<file path="src/rtl/fp_to_bcd.sv">
// Converts an IEEE-754 single-precision operand to an unsigned 32-bit integer
// and its 10-digit packed BCD form using a serial shifter and double-dabble.
module fp_to_bcd #(
    parameter int ROUND_EN = 1
) (
    input  logic        clk,
    input  logic        reset,
    input  logic        start,
    input  logic [31:0] fp_in,
    output logic        busy,
    output logic        done,
    output logic [31:0] int_out,
    output logic [39:0] bcd_out,
    output logic        ovf,
    output logic        neg,
    output logic        nan
);

    typedef enum logic [2:0] {IDLE, UNPACK, SHIFT, DABBLE, DONE} state_t;

    state_t      state_q, state_d;
    logic [5:0]  cnt_q, cnt_d;
    logic        busy_q, busy_d;
    logic        done_q, done_d;
    logic [31:0] int_out_q, int_out_d;
    logic [39:0] bcd_out_q, bcd_out_d;
    logic        ovf_q, ovf_d;
    logic        neg_q, neg_d;
    logic        nan_q, nan_d;

    logic [31:0] fp_q, fp_d;
    logic [31:0] w_q, w_d;
    logic        r_q, r_d;
    logic        left_q, left_d;
    logic [39:0] bcd_q, bcd_d;
    logic [31:0] sh_q, sh_d;
    logic        ovf_w_q, ovf_w_d;
    logic        neg_w_q, neg_w_d;
    logic        nan_w_q, nan_w_d;

    logic        sgn;
    logic [7:0]  expo;
    logic [22:0] man;

    logic [31:0] cls_w;
    logic [5:0]  cls_k;
    logic        cls_left;
    logic        cls_ovf;
    logic        cls_neg;
    logic        cls_nan;

    logic [31:0] w_shift;
    logic        r_shift;
    logic [32:0] w_rnd;
    logic [39:0] bcd_adj;

    // Adds the round bit when rounding is enabled; a carry out saturates.
    function automatic logic [32:0] round_sat(input logic [31:0] v, input logic r);
        logic [32:0] sum;
        sum = {1'b0, v} + ((ROUND_EN != 0) ? {32'd0, r} : 33'd0);
        return sum[32] ? {1'b1, 32'hFFFF_FFFF} : sum;
    endfunction

    function automatic logic [39:0] dabble_adjust(input logic [39:0] b);
        logic [39:0] a;
        a = b;
        for (int i = 0; i < 10; i++) begin
            if (b[4*i +: 4] >= 4'd5) a[4*i +: 4] = b[4*i +: 4] + 4'd3;
        end
        return a;
    endfunction

    assign sgn  = fp_q[31];
    assign expo = fp_q[30:23];
    assign man  = fp_q[22:0];

    assign busy    = busy_q;
    assign done    = done_q;
    assign int_out = int_out_q;
    assign bcd_out = bcd_out_q;
    assign ovf     = ovf_q;
    assign neg     = neg_q;
    assign nan     = nan_q;

    // Operand classification; special cases load the final result with k=0.
    always_comb begin
        cls_w    = 32'd0;
        cls_k    = 6'd0;
        cls_left = 1'b0;
        cls_ovf  = 1'b0;
        cls_neg  = 1'b0;
        cls_nan  = 1'b0;
        if (expo == 8'hFF && man != 23'd0) begin
            cls_nan = 1'b1;
        end else if (expo == 8'hFF && !sgn) begin
            cls_ovf = 1'b1;
            cls_w   = 32'hFFFF_FFFF;
        end else if (sgn && fp_q[30:0] != 31'd0) begin
            cls_neg = 1'b1;
        end else if (expo >= 8'd159) begin
            cls_ovf = 1'b1;
            cls_w   = 32'hFFFF_FFFF;
        end else if (expo >= 8'd126) begin
            cls_w = {8'd0, 1'b1, man};
            if (expo >= 8'd150) begin
                cls_left = 1'b1;
                cls_k    = 6'(expo - 8'd150);
            end else begin
                cls_k = 6'(8'd150 - expo);
            end
        end
    end

    assign w_shift = left_q ? {w_q[30:0], 1'b0} : {1'b0, w_q[31:1]};
    assign r_shift = left_q ? r_q : w_q[0];
    assign w_rnd   = round_sat(w_shift, r_shift);
    assign bcd_adj = dabble_adjust(bcd_q);

    always_comb begin
        state_d   = state_q;
        cnt_d     = cnt_q;
        busy_d    = busy_q;
        done_d    = 1'b0;
        int_out_d = int_out_q;
        bcd_out_d = bcd_out_q;
        ovf_d     = ovf_q;
        neg_d     = neg_q;
        nan_d     = nan_q;
        fp_d      = fp_q;
        w_d       = w_q;
        r_d       = r_q;
        left_d    = left_q;
        bcd_d     = bcd_q;
        sh_d      = sh_q;
        ovf_w_d   = ovf_w_q;
        neg_w_d   = neg_w_q;
        nan_w_d   = nan_w_q;

        case (state_q)
            IDLE: begin
                if (start) begin
                    fp_d    = fp_in;
                    busy_d  = 1'b1;
                    state_d = UNPACK;
                end
            end
            UNPACK: begin
                w_d     = cls_w;
                r_d     = 1'b0;
                left_d  = cls_left;
                ovf_w_d = cls_ovf;
                neg_w_d = cls_neg;
                nan_w_d = cls_nan;
                if (cls_k != 6'd0) begin
                    cnt_d   = cls_k;
                    state_d = SHIFT;
                end else begin
                    sh_d    = cls_w;
                    bcd_d   = 40'd0;
                    cnt_d   = 6'd32;
                    state_d = DABBLE;
                end
            end
            SHIFT: begin
                if (cnt_q == 6'd1) begin
                    w_d     = w_rnd[31:0];
                    ovf_w_d = ovf_w_q | w_rnd[32];
                    sh_d    = w_rnd[31:0];
                    bcd_d   = 40'd0;
                    cnt_d   = 6'd32;
                    state_d = DABBLE;
                end else begin
                    w_d   = w_shift;
                    r_d   = r_shift;
                    cnt_d = cnt_q - 6'd1;
                end
            end
            DABBLE: begin
                // sh_q is a scratch copy so the integer result stays intact.
                {bcd_d, sh_d} = {bcd_adj, sh_q} << 1;
                cnt_d = cnt_q - 6'd1;
                if (cnt_q == 6'd1) begin
                    state_d   = DONE;
                    done_d    = 1'b1;
                    busy_d    = 1'b0;
                    int_out_d = w_q;
                    bcd_out_d = bcd_d;
                    ovf_d     = ovf_w_q;
                    neg_d     = neg_w_q;
                    nan_d     = nan_w_q;
                end
            end
            DONE: begin
                state_d = IDLE;
            end
            default: begin
                state_d = IDLE;
            end
        endcase
    end

    always_ff @(posedge clk or posedge reset) begin
        if (reset) begin
            state_q   <= IDLE;
            cnt_q     <= 6'd0;
            busy_q    <= 1'b0;
            done_q    <= 1'b0;
            int_out_q <= 32'd0;
            bcd_out_q <= 40'd0;
            ovf_q     <= 1'b0;
            neg_q     <= 1'b0;
            nan_q     <= 1'b0;
        end else begin
            state_q   <= state_d;
            cnt_q     <= cnt_d;
            busy_q    <= busy_d;
            done_q    <= done_d;
            int_out_q <= int_out_d;
            bcd_out_q <= bcd_out_d;
            ovf_q     <= ovf_d;
            neg_q     <= neg_d;
            nan_q     <= nan_d;
        end
    end

    // Working datapath is always written before it is read, so no reset.
    always_ff @(posedge clk) begin
        fp_q    <= fp_d;
        w_q     <= w_d;
        r_q     <= r_d;
        left_q  <= left_d;
        bcd_q   <= bcd_d;
        sh_q    <= sh_d;
        ovf_w_q <= ovf_w_d;
        neg_w_q <= neg_w_d;
        nan_w_q <= nan_w_d;
    end

endmodule
</file>
<file path="config.mk">
export PLATFORM = sky130hd
export DESIGN_NAME = fp_to_bcd
export DESIGN_NICKNAME = d
export VERILOG_FILES = /design/src/rtl/fp_to_bcd.sv
export SDC_FILE = /design/constraint.sdc
export NUM_CORES = 1
export LEC_CHECK = 0
export CORE_UTILIZATION = 35
export DETAILED_ROUTE_END_ITERATION = 16
export SLEW_MARGIN = 10
export SYNTH_ARGS = -nofsm -noshare
export SYNTH_HDL_FRONTEND = slang
export SYNTH_SLANG_ARGS = --single-unit
</file>
<file path="constraint.sdc">
create_clock -name clk -period 4.6 [get_ports clk]
set_input_delay 0.92 -clock clk [delete_from_list [all_inputs] [get_ports clk]]
set_output_delay 0.92 -clock clk [all_outputs]
set_load 0.01 [all_outputs]
</file>
==> metrics.txt <==
clock-pin transition on the worst setup and hold timing paths=0.06 ns; dominant delay contributor by cell family on the critical path=compound AO/OA/AOI/OAI gates; final net count=1378; setup TNS=0 ns; ratio of cells with drive above 1 in the final layout=under 10%; routed wirelength normalized by instance count=roughly 18 um; cell area after layout=between 10000 and 15000 sq um; Buffers on Ports=between 100 and 150; setup repair after global routing missed its margin=false; largest clock skew in the final design=about 0.026 ns; netlist area before placement=between 10000 and 15000 sq um; nature of the critical path endpoint=register; Post-DP Area=about 14000 sq um; commonest cells after routing, fill and taps aside=196 x sky130_fd_sc_hd__nand2_1, 141 x sky130_fd_sc_hd__edfxtp_1, 111 x sky130_fd_sc_hd__clkdlybuf4s50_1; pin count of the biggest net entering global routing=between 100 and 150; max capacitance violation total=0; post-layout utilization of the core=a little over two fifths; Clock Power Share=20.1%; proportion of power drawn by flip-flops and latches=around two fifths; die area=35800 sq um; CP dominant cell by count=sky130_fd_sc_hd__ha_1; area of combinational cells with multiple inputs=between 5000 and 6000 sq um; hold_buf cts=0; antenna violations before repair=0; placement row count=68; leakage power=between 5 and 6 nW; number of levels in the clock H-tree=1; actual slew at the worst max-slew pin=1.08 ns; count of distinct cell types in the synthesized netlist=86; detailed placer's ending HPWL=between 20000 and 25000 um; Placer Congestion=0.896; Num CTS Buffers=27; height of the chip=around 190 um; Final Cycle Share=between 80% and 90%; Mean Syn Cell Area=approximately 10 sq um; ys flop type=sky130_fd_sc_hd__edfxtp_1; portion of total power attributed to combinational logic=a little over 40%; first-pass GRT wire length=about 53000 um; final critical path time including I/O delays and setup=approximately 3.7 ns; highest ir drop seen on vdd=259 uV; average vias per placed instance=5.45; Max Clk Rate=~270 MHz; first-pass iteration count of the detailed router=5; async set-or-reset flop fraction in the synthesized netlist=37.9%; Seq/Total Area, Yosys=between 50% and 60%; internal portion of total power=between 6 and 7 mW; post-CTS repair timing setup buffer count=0; Hold WS=0.475 ns; global-route congestion overflow total=0; dominant cell type by area after synthesis=sky130_fd_sc_hd__edfxtp_1; Routed Antenna Nets=0; standard cell core area=around 35000 sq um; storage element area=about 6400 sq um; post_cts resized=0; DR iter-0 viols=~900; Total Power=slightly above 10 mW; number of flops mapped to enable cells by yosys=between 100 and 150; Switching Power=roughly 3.8 mW; top-level port count=approximately 110; biggest area contributors in the synthesized netlist=sky130_fd_sc_hd__edfxtp_1 35%, sky130_fd_sc_hd__dfrtp_1 18%, sky130_fd_sc_hd__nand2_1 6.0%, sky130_fd_sc_hd__o21ai_0 4.0%, sky130_fd_sc_hd__ha_1 2.9%; combined global-route utilization of all metal layers=18.4%; highest-delay cell along the critical path=sky130_fd_sc_hd__or4_1; effective utilization at floorplan=a little over a third; data arrival time at the worst-slack endpoint=between 3 and 4 ns; Pwr Density=approximately 700 nW/um^2; Antenna Diode Count=0; Max Root-Sink Buffers=3; number of clock sinks=between 200 and 250; Final Setup Violations=0; final wirelength=approximately 33000 um; Post-Layout Cell Count=1790; setup ws final=approximately 0.89 ns; run status=complete, no violations; area growth from synthesis to final layout=19.7%; number of placed cells counting well taps=between 1500 and 2000; clock insertion delay at the later pin of the skew report=between 0.5 and 0.6 ns; yosys synthesis warning count=0; Pins Over Slew Limit=0; DRC violation count after routing=0; net switching fraction of the power=between 30% and 40%; series of cell instances along the critical path=mux2_2 -> ha_1 -> ha_1 -> nand3_1 -> a211o_1 -> or4_1 -> o41ai_1 -> o211ai_1; Max stage delay on crit path=between 0.8 and 0.9 ns; Die Wd=roughly 190 um; FF+latch count, synth=roughly 230; Hold/Removal Path Class=reg -> reg; highest net fanout along the worst path=12; cell at the root of the clock tree=sky130_fd_sc_hd__clkbuf_16; nature of the critical path startpoint=register; net count after synthesis=between 1000 and 1500; via count of the first global-routing pass=just under 10000; clock tree from TritonCTS=yes; worst max-slew margin expressed relative to the limit=27.9%; leading cell type in the layout, fill and taps excluded=sky130_fd_sc_hd__nand2_1; Vias=9764; classification of the worst setup path=reg -> reg; WP data required=4.86 ns; minimum setup slack after placement=between 0.9 and 1 ns; fillers=around 3400; final hold violation count=0; Gate Count Post-Synth=around 1200; share of Yosys cell area claimed by the top area cell type=around a third; number of buffers and inverters on the critical path=0
==> power by group through the flow <==
| stage | combinational, mW | sequential [mW] | clock [mW] |
|---|---|---|---|
| after floorplan | 2.54 | 3.88 | 0 |
| after global placement | 4.04 | 3.92 | 0 |
| after detailed placement | 4.12 | 3.94 | 0 |
| after CTS | 4.14 | 3.91 | 2.09 |
| after global routing | 4.58 | 4.01 | 2.16 |
| final | 4.14 | 3.91 | 2.03 |
==> metal layers <==
metal  up-vias  global-route usage (%)  wire length (um)
met2       406                    29.0             14600
met3        66                    3.23              2490
met1      4640                    25.8             15000
met5         -                       0                 0
met4         0                    5.55               940
li1       4652                       -                 -
==> worst reg2reg max path: stages (launching register included) <==
cell                       delay (ns)
sky130_fd_sc_hd__edfxtp_1        0.57
sky130_fd_sc_hd__mux2_2          0.31
sky130_fd_sc_hd__ha_1            0.23
sky130_fd_sc_hd__ha_1            0.27
sky130_fd_sc_hd__nand3_1         0.13
sky130_fd_sc_hd__a211o_1         0.39
sky130_fd_sc_hd__or4_1           0.84
sky130_fd_sc_hd__o41ai_1         0.55
sky130_fd_sc_hd__o211ai_1        0.15
==> cell type report <==
class	count	share of cell area (%)
inverter	38	0.989
sequential	227	43.5
clock buffer	36	4.90
timing repair buffer	132	8.73
multi-input combinational	889	37.2
clock inverter	13	0.776
tap	455	3.88
==> registers in the layout (all words and copies together) (netlist names), 3 cells and up <==
| name | flops |
|---|---|
| sh_q | 32 |
| int_out | 32 |
| cnt_q | 6 |
| bcd_out | 40 |
| bcd_q | 40 |
| w_q | 32 |
| state_q | 3 |
| fp_q | 32 |
==> cell usage after synthesis, types with 5 or more instances <==
| master | instances |
|---|---|
| sky130_fd_sc_hd__nor2_1 | 93 |
| sky130_fd_sc_hd__mux2_2 | 19 |
| sky130_fd_sc_hd__o211ai_1 | 10 |
| sky130_fd_sc_hd__nor3b_1 | 19 |
| sky130_fd_sc_hd__clkbuf_1 | 41 |
| sky130_fd_sc_hd__o21a_1 | 5 |
| sky130_fd_sc_hd__and3_1 | 11 |
| sky130_fd_sc_hd__a21oi_1 | 65 |
| sky130_fd_sc_hd__or3_1 | 7 |
| sky130_fd_sc_hd__nand3_1 | 43 |
| sky130_fd_sc_hd__a31oi_1 | 11 |
| sky130_fd_sc_hd__buf_2 | 7 |
| sky130_fd_sc_hd__xor2_1 | 14 |
| sky130_fd_sc_hd__edfxtp_1 | 141 |
| sky130_fd_sc_hd__nor4_1 | 13 |
| sky130_fd_sc_hd__o31ai_1 | 9 |
| sky130_fd_sc_hd__o22ai_1 | 8 |
| sky130_fd_sc_hd__nor2b_1 | 7 |
| sky130_fd_sc_hd__ha_1 | 28 |
| sky130_fd_sc_hd__nor3_1 | 18 |
| sky130_fd_sc_hd__xnor2_1 | 26 |
| sky130_fd_sc_hd__nand4_1 | 15 |
| sky130_fd_sc_hd__o21ai_0 | 98 |
| sky130_fd_sc_hd__nand2_1 | 197 |
| sky130_fd_sc_hd__o221ai_1 | 7 |
| sky130_fd_sc_hd__inv_1 | 36 |
| sky130_fd_sc_hd__nand3b_1 | 6 |
| sky130_fd_sc_hd__buf_1 | 7 |
| sky130_fd_sc_hd__o32ai_1 | 5 |
| sky130_fd_sc_hd__dfrtp_1 | 86 |
| sky130_fd_sc_hd__o21ai_1 | 7 |
| sky130_fd_sc_hd__a22oi_1 | 10 |
| sky130_fd_sc_hd__mux2i_1 | 27 |
| sky130_fd_sc_hd__nand2b_1 | 21 |
==> path summary, 6_finish.rpt <==
check                                              from                 endpoint  depth (start not counted)  slack [ns]
worst max register to register     left_q$_SDFFCE_PP0P_       sh_q[26]$_DFFE_PP_                          8        0.89
min in group asynchronous                         reset  bcd_out[21]$_DFFE_PP0P_                          2        0.93
max in group asynchronous                         reset  int_out[28]$_DFFE_PP0P_                          3        2.81
worst max-delay path               left_q$_SDFFCE_PP0P_       sh_q[26]$_DFFE_PP_                          8        0.89
worst min register to register  bcd_out[18]$_DFFE_PP0P_  bcd_out[18]$_DFFE_PP0P_                          2        0.48
worst min-delay path            bcd_out[18]$_DFFE_PP0P_  bcd_out[18]$_DFFE_PP0P_                          2        0.48
==> kinds of logic after synthesis <==
family / count (synthesis) / share of synthesized area [%]
multiplexers: 48 / 4.17
flip-flops: 227 / 52.1
adder cells (fa/ha/maj): 28 / 2.86
buffers and inverters: 101 / 3.53
AND/OR/NAND/NOR: 479 / 19.1
XOR/XNOR: 40 / 2.86
AO/OA/AOI/OAI: 294 / 15.4
Power figures use the tool's default switching activity.
